**config.mk**
```make
export PLATFORM = sky130hd
export DESIGN_NAME = lif_neuron_core
export DESIGN_NICKNAME = d
export VERILOG_FILES = /design/src/rtl/snn_pkg.sv /design/src/rtl/lif_neuron_core.sv
export SDC_FILE = /design/constraint.sdc
export NUM_CORES = 1
export LEC_CHECK = 0
export BUFFER_PORTS_ARGS = -buffer_cell sky130_fd_sc_hd__buf_2
export CELL_PAD_IN_SITES_DETAIL_PLACEMENT = 1
export CELL_PAD_IN_SITES_GLOBAL_PLACEMENT = 2
export CORE_UTILIZATION = 33
export CTS_BUF_LIST = sky130_fd_sc_hd__clkbuf_8
export DETAILED_ROUTE_END_ITERATION = 10
export PLACE_DENSITY_LB_ADDON = 0.1
export SLEW_MARGIN = 25
export SYNTH_ARGS = -nofsm -noshare
export SYNTH_HDL_FRONTEND = slang
export SYNTH_SLANG_ARGS = --single-unit
```
**constraint.sdc**
```tcl
create_clock -name clk -period 9.5 [get_ports clk]
set_input_delay 1.9 -clock clk [delete_from_list [all_inputs] [get_ports clk]]
set_output_delay 1.9 -clock clk [all_outputs]
set_load 0.005 [all_outputs]
```
**src/rtl/snn_pkg.sv**
```systemverilog
// Shared SNN definitions: default neuron widths and saturating unsigned arithmetic
// used by the neuron variants. Helpers work on a wide operand; callers zero-extend.
package snn_pkg;

  localparam int DEF_DATA_WIDTH      = 16;
  localparam int DEF_WEIGHT_WIDTH    = 8;
  localparam int DEF_THRESHOLD_WIDTH = 16;
  localparam int DEF_LEAK_WIDTH      = 8;
  localparam int DEF_REFRAC_WIDTH    = 8;

  // Operand width of the saturating helpers; neuron widths must stay below it.
  localparam int SAT_W = 32;
  typedef logic [SAT_W-1:0] sat_t;

  function automatic sat_t sat_add_u(input sat_t a, input sat_t b, input sat_t max_v);
    logic [SAT_W:0] s;
    s = {1'b0, a} + {1'b0, b};
    return (s > {1'b0, max_v}) ? max_v : s[SAT_W-1:0];
  endfunction

  function automatic sat_t sat_sub_u(input sat_t a, input sat_t b);
    return (a > b) ? (a - b) : '0;
  endfunction

endpackage

```
**src/rtl/lif_neuron_core.sv**
```systemverilog
// Leaky integrate-and-fire neuron: linear leak, saturating synaptic integration,
// one-cycle registered spike and programmable refractory window.
module lif_neuron_core
  import snn_pkg::*;
#(
  parameter int NEURON_ID       = 0,
  parameter int DATA_WIDTH      = DEF_DATA_WIDTH,
  parameter int WEIGHT_WIDTH    = DEF_WEIGHT_WIDTH,
  parameter int THRESHOLD_WIDTH = DEF_THRESHOLD_WIDTH,
  parameter int LEAK_WIDTH      = DEF_LEAK_WIDTH,
  parameter int REFRAC_WIDTH    = DEF_REFRAC_WIDTH
) (
  input  logic                       clk,
  input  logic                       rst,
  input  logic                       enable,
  input  logic                       syn_valid,
  input  logic [WEIGHT_WIDTH-1:0]    syn_weight,
  input  logic                       syn_excitatory,
  input  logic [THRESHOLD_WIDTH-1:0] threshold,
  input  logic [LEAK_WIDTH-1:0]      leak_rate,
  input  logic [REFRAC_WIDTH-1:0]    refractory_period,
  input  logic                       reset_potential_en,
  input  logic [DATA_WIDTH-1:0]      reset_potential,
  output logic                       spike_out,
  output logic [DATA_WIDTH-1:0]      membrane_potential,
  output logic                       is_refractory,
  output logic [REFRAC_WIDTH-1:0]    refrac_count
);

  if (NEURON_ID < 0 || THRESHOLD_WIDTH != DATA_WIDTH || DATA_WIDTH >= SAT_W ||
      WEIGHT_WIDTH > DATA_WIDTH || LEAK_WIDTH > DATA_WIDTH) begin : g_bad_cfg
    $error("lif_neuron_core: unsupported width configuration");
  end

  localparam sat_t VMAX = SAT_W'({DATA_WIDTH{1'b1}});

  sat_t v1, v2;
  logic fire;

  // Leak first, then the synaptic event, both clamped to the unsigned range.
  always_comb begin
    v1 = sat_sub_u(SAT_W'(membrane_potential), SAT_W'(leak_rate));
    v2 = v1;
    if (syn_valid)
      v2 = syn_excitatory ? sat_add_u(v1, SAT_W'(syn_weight), VMAX)
                          : sat_sub_u(v1, SAT_W'(syn_weight));
    fire = (threshold != '0) && (v2 >= SAT_W'(threshold));
  end

  always_ff @(posedge clk) begin
    if (rst) begin
      membrane_potential <= '0;
      refrac_count       <= '0;
      spike_out          <= 1'b0;
    end else if (!enable) begin
      spike_out <= 1'b0;
    end else if (refrac_count != '0) begin
      refrac_count <= refrac_count - REFRAC_WIDTH'(1);
      spike_out    <= 1'b0;
    end else if (fire) begin
      membrane_potential <= reset_potential_en ? reset_potential : '0;
      refrac_count       <= refractory_period;
      spike_out          <= 1'b1;
    end else begin
      membrane_potential <= DATA_WIDTH'(v2);
      spike_out          <= 1'b0;
    end
  end

  assign is_refractory = (refrac_count != '0);

endmodule

```
=== After elaboration in Yosys (flattened, before gate mapping) ===
Index checks and enable logic that the tools add are counted.

* Output and inout bits: 26
* Register bits: 25
* Logic and storage cells: 30

* Add/sub/neg operators: 4
* Reductions and logical operators: 7
* Bitwise operators: 2
* Order comparisons: 4
* Muxes and demuxes: 10

{| class="wikitable"
|+ Operator list
! cell !! number
|-
| $mux W32 || 5
|-
| $add A32 B8 Y33 || 1
|-
| $gt A33 B16 Y1 const B || 1
|-
| $ge A32 B16 Y1 || 1
|-
| $gt A32 B8 Y1 || 1
|-
| $mux W16 || 2
|-
| $sub A32 B8 Y32 || 1
|-
| $sub A16 B8 Y17 || 1
|-
| $gt A16 B8 Y1 || 1
|-
| $mux W8 || 2
|-
| $reduce_bool A16 Y1 || 1
|-
| $reduce_bool A8 Y1 || 1
|-
| $sub A8 B1 Y8 const B || 1
|-
| $reduce_and A2 Y1 || 2
|-
| $reduce_or A3 Y1 || 1
|-
| $not A1 Y1 || 2
|-
| $reduce_bool A2 Y1 || 1
|-
| $logic_and A1 B1 Y1 || 1
|-
| $mux W1 || 1
|}

=== Depth between registers and ports, before layout ===
Gate-level depths: netlist of the first run.

* Depth after elaboration: 11
* Depth in mapped cells: 36

=== Least setup slack after synthesis of the first run ===
Ideal clock, no wire load.

* Path kind: input to register
* Start: input leak_rate[6]
* End: register membrane_potential[10]
* Arrival time: 8202 ps
* Required time: 9386 ps
* Setup time: 114 ps
* Path slack: 1184 ps
* Stages: 35
* Cell sequence: inv_1 > ha_1 > buf_2 > nand3_1 > nor4_2 > nor4b_4 > o21bai_2 > buf_4 > nor2_1 > ha_1 > nand2b_1 > a21o_1 > nand2_1 > a311oi_1 > nor4_1 > nand4_1 > nor3_1 > ha_1 > nor4_1 > buf_2 > o21ai_0 > o211ai_1 > a21bo_1 > ha_1 > a21o_1 > a21o_1 > a21oi_1 > o21ai_0 > a21oi_1 > o21ai_0 > a31oi_4 > nor4b_4 > buf_6 > a22o_1 > a21o_1

* Longest elaborated chain between the ends: 10

{| class="wikitable"
|+ RTL lines
! element !! line !! RTL
|-
| from (decl) || lif_neuron_core.sv:20 || <nowiki>input logic [LEAK_WIDTH-1:0] leak_rate,</nowiki>
|-
| $sub A16 B8 Y17 or $gt A16 B8 Y1 (tied branches) || snn_pkg.sv:22 || <nowiki>return (a > b) ? (a - b) : '0;</nowiki>
|-
| $mux W32 (*) || snn_pkg.sv:22 ||
|-
| $add A32 B8 Y33 || snn_pkg.sv:17 || <nowiki>s = {1'b0, a} + {1'b0, b};</nowiki>
|-
| $gt A33 B16 Y1 || snn_pkg.sv:18 || <nowiki>return (s > {1'b0, max_v}) ? max_v : s[SAT_W-1:0];</nowiki>
|-
| $mux W32 || snn_pkg.sv:18 ||
|-
| $mux W32 || lif_neuron_core.sv:45 || <nowiki>v2 = syn_excitatory ? sat_add_u(v1, SAT_W'(syn_weight), VMAX)</nowiki>
|-
| $mux W32 (*) || lif_neuron_core.sv:44 || <nowiki>if (syn_valid)</nowiki>
|-
| $ge A32 B16 Y1 || lif_neuron_core.sv:47 || <nowiki>fire = (threshold != '0) && (v2 >= SAT_W'(threshold));</nowiki>
|-
| $logic_and A1 B1 Y1 || lif_neuron_core.sv:47 ||
|-
| $mux W16 (*) || lif_neuron_core.sv:60 || <nowiki>end else if (fire) begin</nowiki>
|-
| to (signal assigned) || lif_neuron_core.sv:61 || <nowiki>membrane_potential <= reset_potential_en ? reset_potential : '0;</nowiki>
|-
| to (signal assigned) || lif_neuron_core.sv:65 || <nowiki>membrane_potential <= DATA_WIDTH'(v2);</nowiki>
|-
| to (decl) || lif_neuron_core.sv:25 || <nowiki>output logic [DATA_WIDTH-1:0] membrane_potential,</nowiki>
|}

Every way passes the cells marked *; elsewhere a longest branch is shown, timed or not.
A chain may end at the register's enable or synchronous reset.

=== Worst setup path in the final report of the first run ===
* Start: input leak_rate[4]
* End: register membrane_potential[1]

The elaborated chain is that of the path after synthesis.

==> key figures, run 1 <==
Synthesis
  – Synth area leader: ha_1
  – Avg Cell Area, Syn: 7.81 um^2
  – Cells after Synth: 533
  – Top area cells in the synthesized netlist: ha_1 13%, dfxtp_1 12%, inv_1 4.4%, a21o_1 3.6%, nor2_1 3.5%
  – Synth Warn #: 0
  – EDFF count, synth: 0
  – #FFs+latches synth: 25
  – Mapped Nets: 640
  – Unique cell type count in the Yosys netlist: 100
  – Synth top area share: 12.6%
  – Async SR Flop Fraction: 0%
  – Main flop type after synthesis: dfxtp_1
  – Register area share after synthesis: 12.0%
  – Mapped Area: 4170 um^2

Finish
  – Layout Cells excl Fill: 783
  – # diodes: 0
  – Nets: 723
  – Synthesis-to-layout area growth: 16.6%
  – Share of layout cells above drive strength 1: 23.6%

GRT
  – Vias in the first global route: 4,513
  – First-pass GRT wire length: 24,200 um
  – Met1 GRT Util: 31.1%
  – Met3 usage: 2.49%
  – M2 GR Usage: 41.1%
  – Gr busiest metal: met2
  – GRT Total Usage: 23.7%
  – Initial antenna violation count: 0
  – Largest net degree at the start of global routing: 18
  – Grt ovf: 0

Die
  – Full die area: 13,100 um^2
  – Die X: 114 um
  – Ports: 88
  – Initial Util: 34.2%
  – Core Region: 12,200 um^2
  – Vert. Die Dim: 114 um
  – Site Rows: 40

Place
  – Detailed Place HPWL: 12,800 um
  – GPL Wtd Cong: 0.854
  – IO buf count: 87
  – DP Cell Count: 778

Setup path
  – Crit path top cell by count: nand2_1
  – Critical Path RT: 9670 ps
  – CP peak stage delay: 470 ps
  – Startpoint Class: primary input
  – Slowest stage cell, crit path: a311oi_1
  – Kind of critical path: primary input to register
  – Crit path capture type: register
  – Largest fanout on the critical path: 11
  – Arr. time, crit path: 9050 ps
  – Worst R2R Setup Slack: 2010 ps

STA
  – Max-slew headroom: 37.1%
  – Fmax achieved: 0.113 GHz
  – Max-slew violations: 0
  – Final setup violation count: 0
  – TNS Setup: 0 ps
  – Final period utilization: 93.5%
  – Number of hold violations in the final report: 0
  – Worst-Margin Slew: 940 ps
  – Post-route minimum period: 8880 ps
  – Skew final: 10.2 ps
  – Unrepaired setup endpoints after global routing: no

CTS
  – Worst-Skew Late Latency: 280 ps
  – Reg clk slew, reported paths: 90 ps
  – CTS tree: done
  – Root Driver: clkbuf_8
  – Clock sink count: 25
  – Number of H-tree levels: 1
  – Clock tree buffer depth: 2
  – CTS Buf Count: 3

Route
  – ANT nets after route: 0
  – Post-route DRC: 0
  – Final WL: 15,200 um
  – Routed vias: 4,484
  – Drt first pass iters: 4
  – Routed WL per cell: 19.4 um
  – Vias per inst: 5.73
  – Starting DRT DRC Count: 226

Hold path
  – Worst hold-check path type: register to register

Run
  – Max Cap Viol: 0

Run status
  – Status: completed
==> cells by family (layout without fill, tap and decap cells) <==
kind of cell	after synthesis	in the layout	synth area share (%)
compound gates	191	191	36.4
xor+xnor	18	18	3.78
fa+ha+maj	45	45	14.1
buf+inv	71	153	7.54
flops	25	25	12.0
mux	4	4	1.02
simple gates	179	179	25.2
==> area by class of cell <==
| cell class | count | area [um^2] |
|---|---|---|
| timing repair buffer | 100 | 558 |
| multi-input combinational | 437 | 3360 |
| inverter | 49 | 184 |
| clock inverter | 1 | 7.51 |
| tap | 168 | 210 |
| sequential | 25 | 500 |
| fill | 1508 | 7300 |
| clock buffer | 3 | 41.3 |
==> path summary, 6_finish.rpt <==
path                                         endpoint                  start  depth (start not counted)
worst max-delay path            membrane_potential[1]           leak_rate[4]                         34
worst min-delay path            membrane_potential[0]  membrane_potential[0]                          2
worst max register to register  membrane_potential[1]  membrane_potential[4]                         32
worst min register to register  membrane_potential[0]  membrane_potential[0]                          2
==> timing repair <==
| action | 4_1_cts | 5_1_grt |
|---|---|---|
| setup buffers | 0 | 1 |
| setup endpoints to repair | 0 | 19 |
| hold buffers | 0 | 0 |
| gates resized for setup | 0 | 1 |
==> through the flow <==
step | setup WS, ps | utilization, % | hold slack, ps | instance area, um^2
4_1_cts | 297 | 39.7 | 536 | 4830
5_1_grt | 71.6 | 39.9 | 576 | 4860
3_5_place_dp | 40.7 | 39.3 | 522 | 4780
6_report | 621 | 39.9 | 527 | 4860
2_1_floorplan | 1180 | - | 484 | 4170
3_3_place_gp | 244 | 39.3 | 513 | 4780
==> Yosys cell counts, types with 6 or more instances <==
cell type / n
a211oi_1: 10
a21o_1: 20
a21oi_1: 26
a221o_1: 11
a31oi_1: 7
and2_1: 8
and3_1: 7
clkbuf_1: 10
dfxtp_1: 25
ha_1: 42
inv_1: 49
nand2_1: 33
nand2b_1: 12
nand4_1: 6
nor2_1: 39
nor2b_1: 8
nor3_1: 16
nor4_1: 9
o21ai_0: 25
o31ai_1: 6
xnor2_1: 12
xor2_1: 6
==> worst max-delay path, delay by kind of cell <==
family / cells / cell delay, ps
simple gates: 16 / 2950
compound gates: 9 / 2120
fa+ha+maj: 4 / 1520
buf+inv: 5 / 550
==> layer usage <==
layer / vias up / wire length (um)
met1: 2167 / 7050
met3: 26 / 478
met5: - / 0
li1: 2188 / -
met4: 0 / 385
met2: 103 / 7260
==> registers in the layout, summed over array words and instances, names as in the netlist <==
register            count
membrane_potential     16
refrac_count            8
spike_out               1
==> placed cells by master (no fill, tap or decap), drive strengths merged, types with 7 or more instances in the layout <==
cell and instances:
buf 100, inv 49, ha 42, nor2 41, nand2 33, a21oi 29
o21ai 28, dfxtp 25, a21o 20, nor3 18, nand2b 13, xnor2 12
a221o 11, a211oi 10, nor4 10, and2 9, nor2b 8, a31oi 8
o31ai 8, or3 8, and3 7, a221oi 7
Power of run 1 is not shown: default switching activity piles up to over one toggle a cycle in this logic, so the estimate is an artifact.
==> run 2: changes to the inputs <==
--- a/config.mk
+++ b/config.mk
@@ -8,7 +8,7 @@
 export BUFFER_PORTS_ARGS = -buffer_cell sky130_fd_sc_hd__buf_2
 export CELL_PAD_IN_SITES_DETAIL_PLACEMENT = 1
 export CELL_PAD_IN_SITES_GLOBAL_PLACEMENT = 2
-export CORE_UTILIZATION = 33
+export CORE_UTILIZATION = 30
 export CTS_BUF_LIST = sky130_fd_sc_hd__clkbuf_8
 export DETAILED_ROUTE_END_ITERATION = 10
 export PLACE_DENSITY_LB_ADDON = 0.1
==> constraint.sdc (replaced) <==
create_clock -name clk -period 7.35 [get_ports clk]
set_input_delay 1.47 -clock clk [delete_from_list [all_inputs] [get_ports clk]]
set_output_delay 1.47 -clock clk [all_outputs]
set_load 0.005 [all_outputs]
==> key figures, run 2 (same netlist as run 1, synthesis figures left out) <==
Run status
  – Status: finished, violations left
  – Failing checks: negative setup slack

Route
  – Starting DRT DRC Count: 231
  – Routed vias: 5,177
  – Routed WL per cell: 20.1 um
  – Post-route DRC: 0
  – Vias per inst: 5.54
  – Final WL: 18,700 um
  – ANT nets after route: 0
  – Drt first pass iters: 4

Setup path
  – CP peak stage delay: 430 ps
  – Startpoint Class: primary input
  – Arr. time, crit path: 7620 ps
  – Worst R2R Setup Slack: 700 ps
  – Worst reg2reg endpoint: membrane_potential[7]
  – Crit path capture type: register
  – Slowest stage cell, crit path: fa_1
  – Largest fanout on the critical path: 12
  – Critical Path Source: leak_rate[0]
  – FF-to-FF Start: membrane_potential[13]
  – R2R cell count: 30
  – End of the critical path: membrane_potential[7]
  – Critical Path RT: 7520 ps
  – Kind of critical path: primary input to register

Finish
  – Max reg flops: 16
  – Share of layout cells above drive strength 1: 48.8%
  – Nets: 866
  – Synthesis-to-layout area growth: 60.5%
  – Fillers: 1,650
  – Largest regs: membrane_potential (16), refrac_count (8), spike_out (1)
  – FF+latch area: 500 um^2
  – Area occupied by multi-input gates: 4040 um^2
  – Commonest non-fill, non-tap cells in the layout: 147 x buf_4, 84 x buf_2, 40 x inv_1
  – Most common cell after layout, fill and taps aside: buf_4
  – Top reg by flops: membrane_potential
  – # diodes: 0

GRT
  – Gr busiest metal: met2
  – First-pass GRT wire length: 28,900 um
  – GRT Total Usage: 25.7%
  – Met1 GRT Util: 31.6%
  – Initial antenna violation count: 0
  – M2 GR Usage: 46.3%
  – Grt ovf: 0
  – Vias in the first global route: 5,436
  – Met3 usage: 3.37%
  – Largest net degree at the start of global routing: 18

Die
  – Die X: 120 um
  – Ports: 88
  – Initial Util: 31.1%
  – Vert. Die Dim: 120 um
  – Site Rows: 42
  – Full die area: 14,400 um^2
  – Core Region: 13,400 um^2

STA
  – Max-slew headroom: 41.6%
  – Min setup slack post-route: -99.9 ps
  – Skew final: 13.5 ps
  – TNS Setup: -1070 ps
  – Fmax achieved: 0.134 GHz
  – Final period utilization: 101%
  – Max-slew violations: 0
  – Number of hold violations in the final report: 0
  – Final setup violation count: 17
  – Post-route minimum period: 7450 ps
  – Worst-Margin Slew: 873 ps
  – Unrepaired setup endpoints after global routing: yes

CTS
  – Reg clk slew, reported paths: 90 ps
  – Clock tree buffer depth: 2
  – CTS Buf Count: 3
  – Root Driver: clkbuf_8
  – CTS tree: done
  – Number of H-tree levels: 1
  – Worst-Skew Late Latency: 290 ps
  – Clock sink count: 25

Hold path
  – Worst hold-check path type: register to register
  – Hold Path Depth: 2

Place
  – Detailed Place HPWL: 15,100 um
  – IO buf count: 87
  – GPL Wtd Cong: 0.937

Run
  – Max Cap Viol: 0
==> run 2: changes by cell type in the layout (fill, tap and decap cells not counted), sizes merged <==
cell,before,now
buf,100,241
clkdlybuf4s15,0,1
clkinv,0,1
clkinvlp,1,0
nand2,33,34
==> run 2: how the worst min path moves through the flow <==
stage | startpoint | to | slack (ps)
floorplan | membrane_potential[0] | membrane_potential[0] | 480
global placement | refrac_count[1] | refrac_count[1] | 510
detailed placement | refrac_count[0] | refrac_count[0] | 520
CTS | refrac_count[0] | refrac_count[0] | 540
global route | refrac_count[0] | refrac_count[0] | 580
finish | membrane_potential[0] | membrane_potential[0] | 540
==> run 2: what timing repair did <==
action	4_1_cts	5_1_grt
endpoints found under the setup margin	25	25
pin swaps	17	31
resized for setup	30	56
hold buffers	0	0
cloned	2	0
setup buffers	13	10
==> run 2: critical path: cells and delay by family <==
family	cells	cell delay [ps]
AOI/OAI and AO/OA	13	2500
adders and majority gates	5	1450
and+or+nand+nor	8	1310
buffers and inverters	5	610
xor gates and xnor gates	1	260
==> run 2: routing by layer <==
metal | up-vias | wire (um)
li1 | 2475 | -
met1 | 2543 | 7890
met2 | 125 | 9430
met3 | 34 | 891
met4 | 0 | 537
met5 | - | 0
==> run 2: final cells by class <==
type	count	area share [%]
well taps	176	3.29
multi-input cells	438	60.4
flip-flops and latches	25	7.49
clock inverters	1	0.0749
repair buffers	242	25.2
clock buffers	3	0.618
inverters	49	2.90
==> run 2: per-stage QoR <==
step	instances	area, um^2	worst slack, ps	hold slack [ps]	util, %
after floorplan	533	4480	-79.7	484	-
after global placement	907	5990	-640	510	44.7
final	934	6680	-99.9	545	49.9
after detailed placement	907	5990	-869	519	44.7
after CTS	926	6320	0.803	536	47.2
after global routing	934	6680	-345	581	49.9
Power of run 2 is left out for the same reason.
==> run 3: changes to the inputs <==
==> constraint.sdc (replaced) <==
create_clock -name clk -period 6.4 [get_ports clk]
set_input_delay 0.32 -clock clk [delete_from_list [all_inputs] [get_ports clk]]
set_output_delay 0.32 -clock clk [all_outputs]
set_load 0.005 [all_outputs]
==> key figures, run 3 (same netlist as run 1, synthesis figures left out) <==
STA
  – Max-slew headroom: 40.9%
  – Final period utilization: 102%
  – Skew final: 9.18 ps
  – Unrepaired setup endpoints after global routing: yes
  – Fmax achieved: 0.153 GHz
  – Max-slew violations: 0
  – Worst-Margin Slew: 872 ps
  – Number of hold violations in the final report: 0
  – TNS Setup: -1390 ps
  – Worst hold margin: 255 ps
  – Min setup slack post-route: -127 ps
  – Post-route minimum period: 6530 ps
  – Final setup violation count: 20

GRT
  – Initial antenna violation count: 0
  – Largest net degree at the start of global routing: 18
  – GRT Total Usage: 24.9%
  – Vias in the first global route: 5,426
  – First-pass GRT wire length: 28,000 um
  – Grt ovf: 0

CTS
  – Clock sink count: 25
  – CTS Buf Count: 3
  – Reg clk slew, reported paths: 90 ps
  – Worst-Skew Late Latency: 290 ps
  – Clock tree buffer depth: 2
  – CTS tree: done
  – Root Driver: clkbuf_8
  – Number of H-tree levels: 1

Die
  – Initial Util: 31.1%
  – Die X: 120 um
  – Full die area: 14,400 um^2
  – Vert. Die Dim: 120 um
  – Ports: 88
  – Core Region: 13,400 um^2
  – Site Rows: 42

Setup path
  – Crit path top cell by count: buf_4
  – Slowest stage cell, crit path: dfxtp_4
  – Critical Path RT: 6580 ps
  – Largest fanout on the critical path: 8
  – CP peak stage delay: 370 ps
  – Critical path's top delay family: buffers and inverters
  – Crit path capture type: register
  – Arr. time, crit path: 6710 ps
  – Startpoint Class: register
  – Bufs and invs on worst path: 13
  – Kind of critical path: register to register

Route
  – Routed vias: 5,151
  – Routed WL per cell: 19.4 um
  – Post-route DRC: 0
  – Final WL: 18,300 um
  – ANT nets after route: 0
  – Vias per inst: 5.47
  – Drt first pass iters: 4
  – Starting DRT DRC Count: 244

Run status
  – Failing checks: negative setup slack
  – Status: finished, violations left

Finish
  – Most common cell after layout, fill and taps aside: buf_4
  – Share of layout cells above drive strength 1: 48.6%
  – Nets: 874
  – # diodes: 0
  – Top reg by flops: membrane_potential
  – Area occupied by multi-input gates: 3900 um^2
  – Fillers: 1,636
  – Largest regs: membrane_potential (16), refrac_count (8), spike_out (1)
  – Synthesis-to-layout area growth: 58.7%
  – FF+latch area: 509 um^2
  – Max reg flops: 16
  – Commonest non-fill, non-tap cells in the layout: 154 x buf_4, 87 x buf_2, 46 x inv_1

Run
  – Max Cap Viol: 0

Place
  – Placement Setup Slack: -610 ps
  – GPL Wtd Cong: 0.851
  – IO buf count: 87
  – Detailed Place HPWL: 14,700 um

Hold path
  – Worst hold-check path type: primary input to register
## run 3: metrics by stage
step	cell area (um^2)	utilization, %	instances
2_1_floorplan	4320	-	533
3_3_place_gp	5780	43.1	900
3_5_place_dp	5780	43.1	900
4_1_cts	6250	46.6	932
5_1_grt	6610	49.3	942
6_report	6610	49.3	942
## run 3: cell type report
class | instances | share of cell area (%)
timing repair buffer | 250 | 26.5
clock inverter | 1 | 0.114
multi-input combinational | 438 | 59.0
sequential | 25 | 7.70
clock buffer | 3 | 0.625
inverter | 49 | 2.78
tap | 176 | 3.33
## run 3: what timing repair did
action	CTS	global route
buffers inserted	27	10
cloned	1	1
setup endpoints to repair	25	25
hold buffers	0	0
pin swaps	24	26
gates resized for setup	41	47
## run 3: worst paths after layout
check / to / slack, ps / cells after the start / start
worst max-delay path: membrane_potential[3] / -130 / 37 / membrane_potential[1]
worst min-delay path: membrane_potential[3] / 260 / 2 / reset_potential[3]
worst max register to register: membrane_potential[3] / -130 / 37 / membrane_potential[1]
worst min register to register: refrac_count[1] / 550 / 2 / refrac_count[1]
## run 3: routing by layer
layer | routed length [um] | track usage [%] | vias up
li1 | - | - | 2489
met1 | 7740 | 30.3 | 2524
met2 | 9330 | 45.4 | 111
met3 | 763 | 2.85 | 27
met4 | 458 | 7.89 | 0
met5 | 0 | 0 | -
Power of run 3 is left out for the same reason.
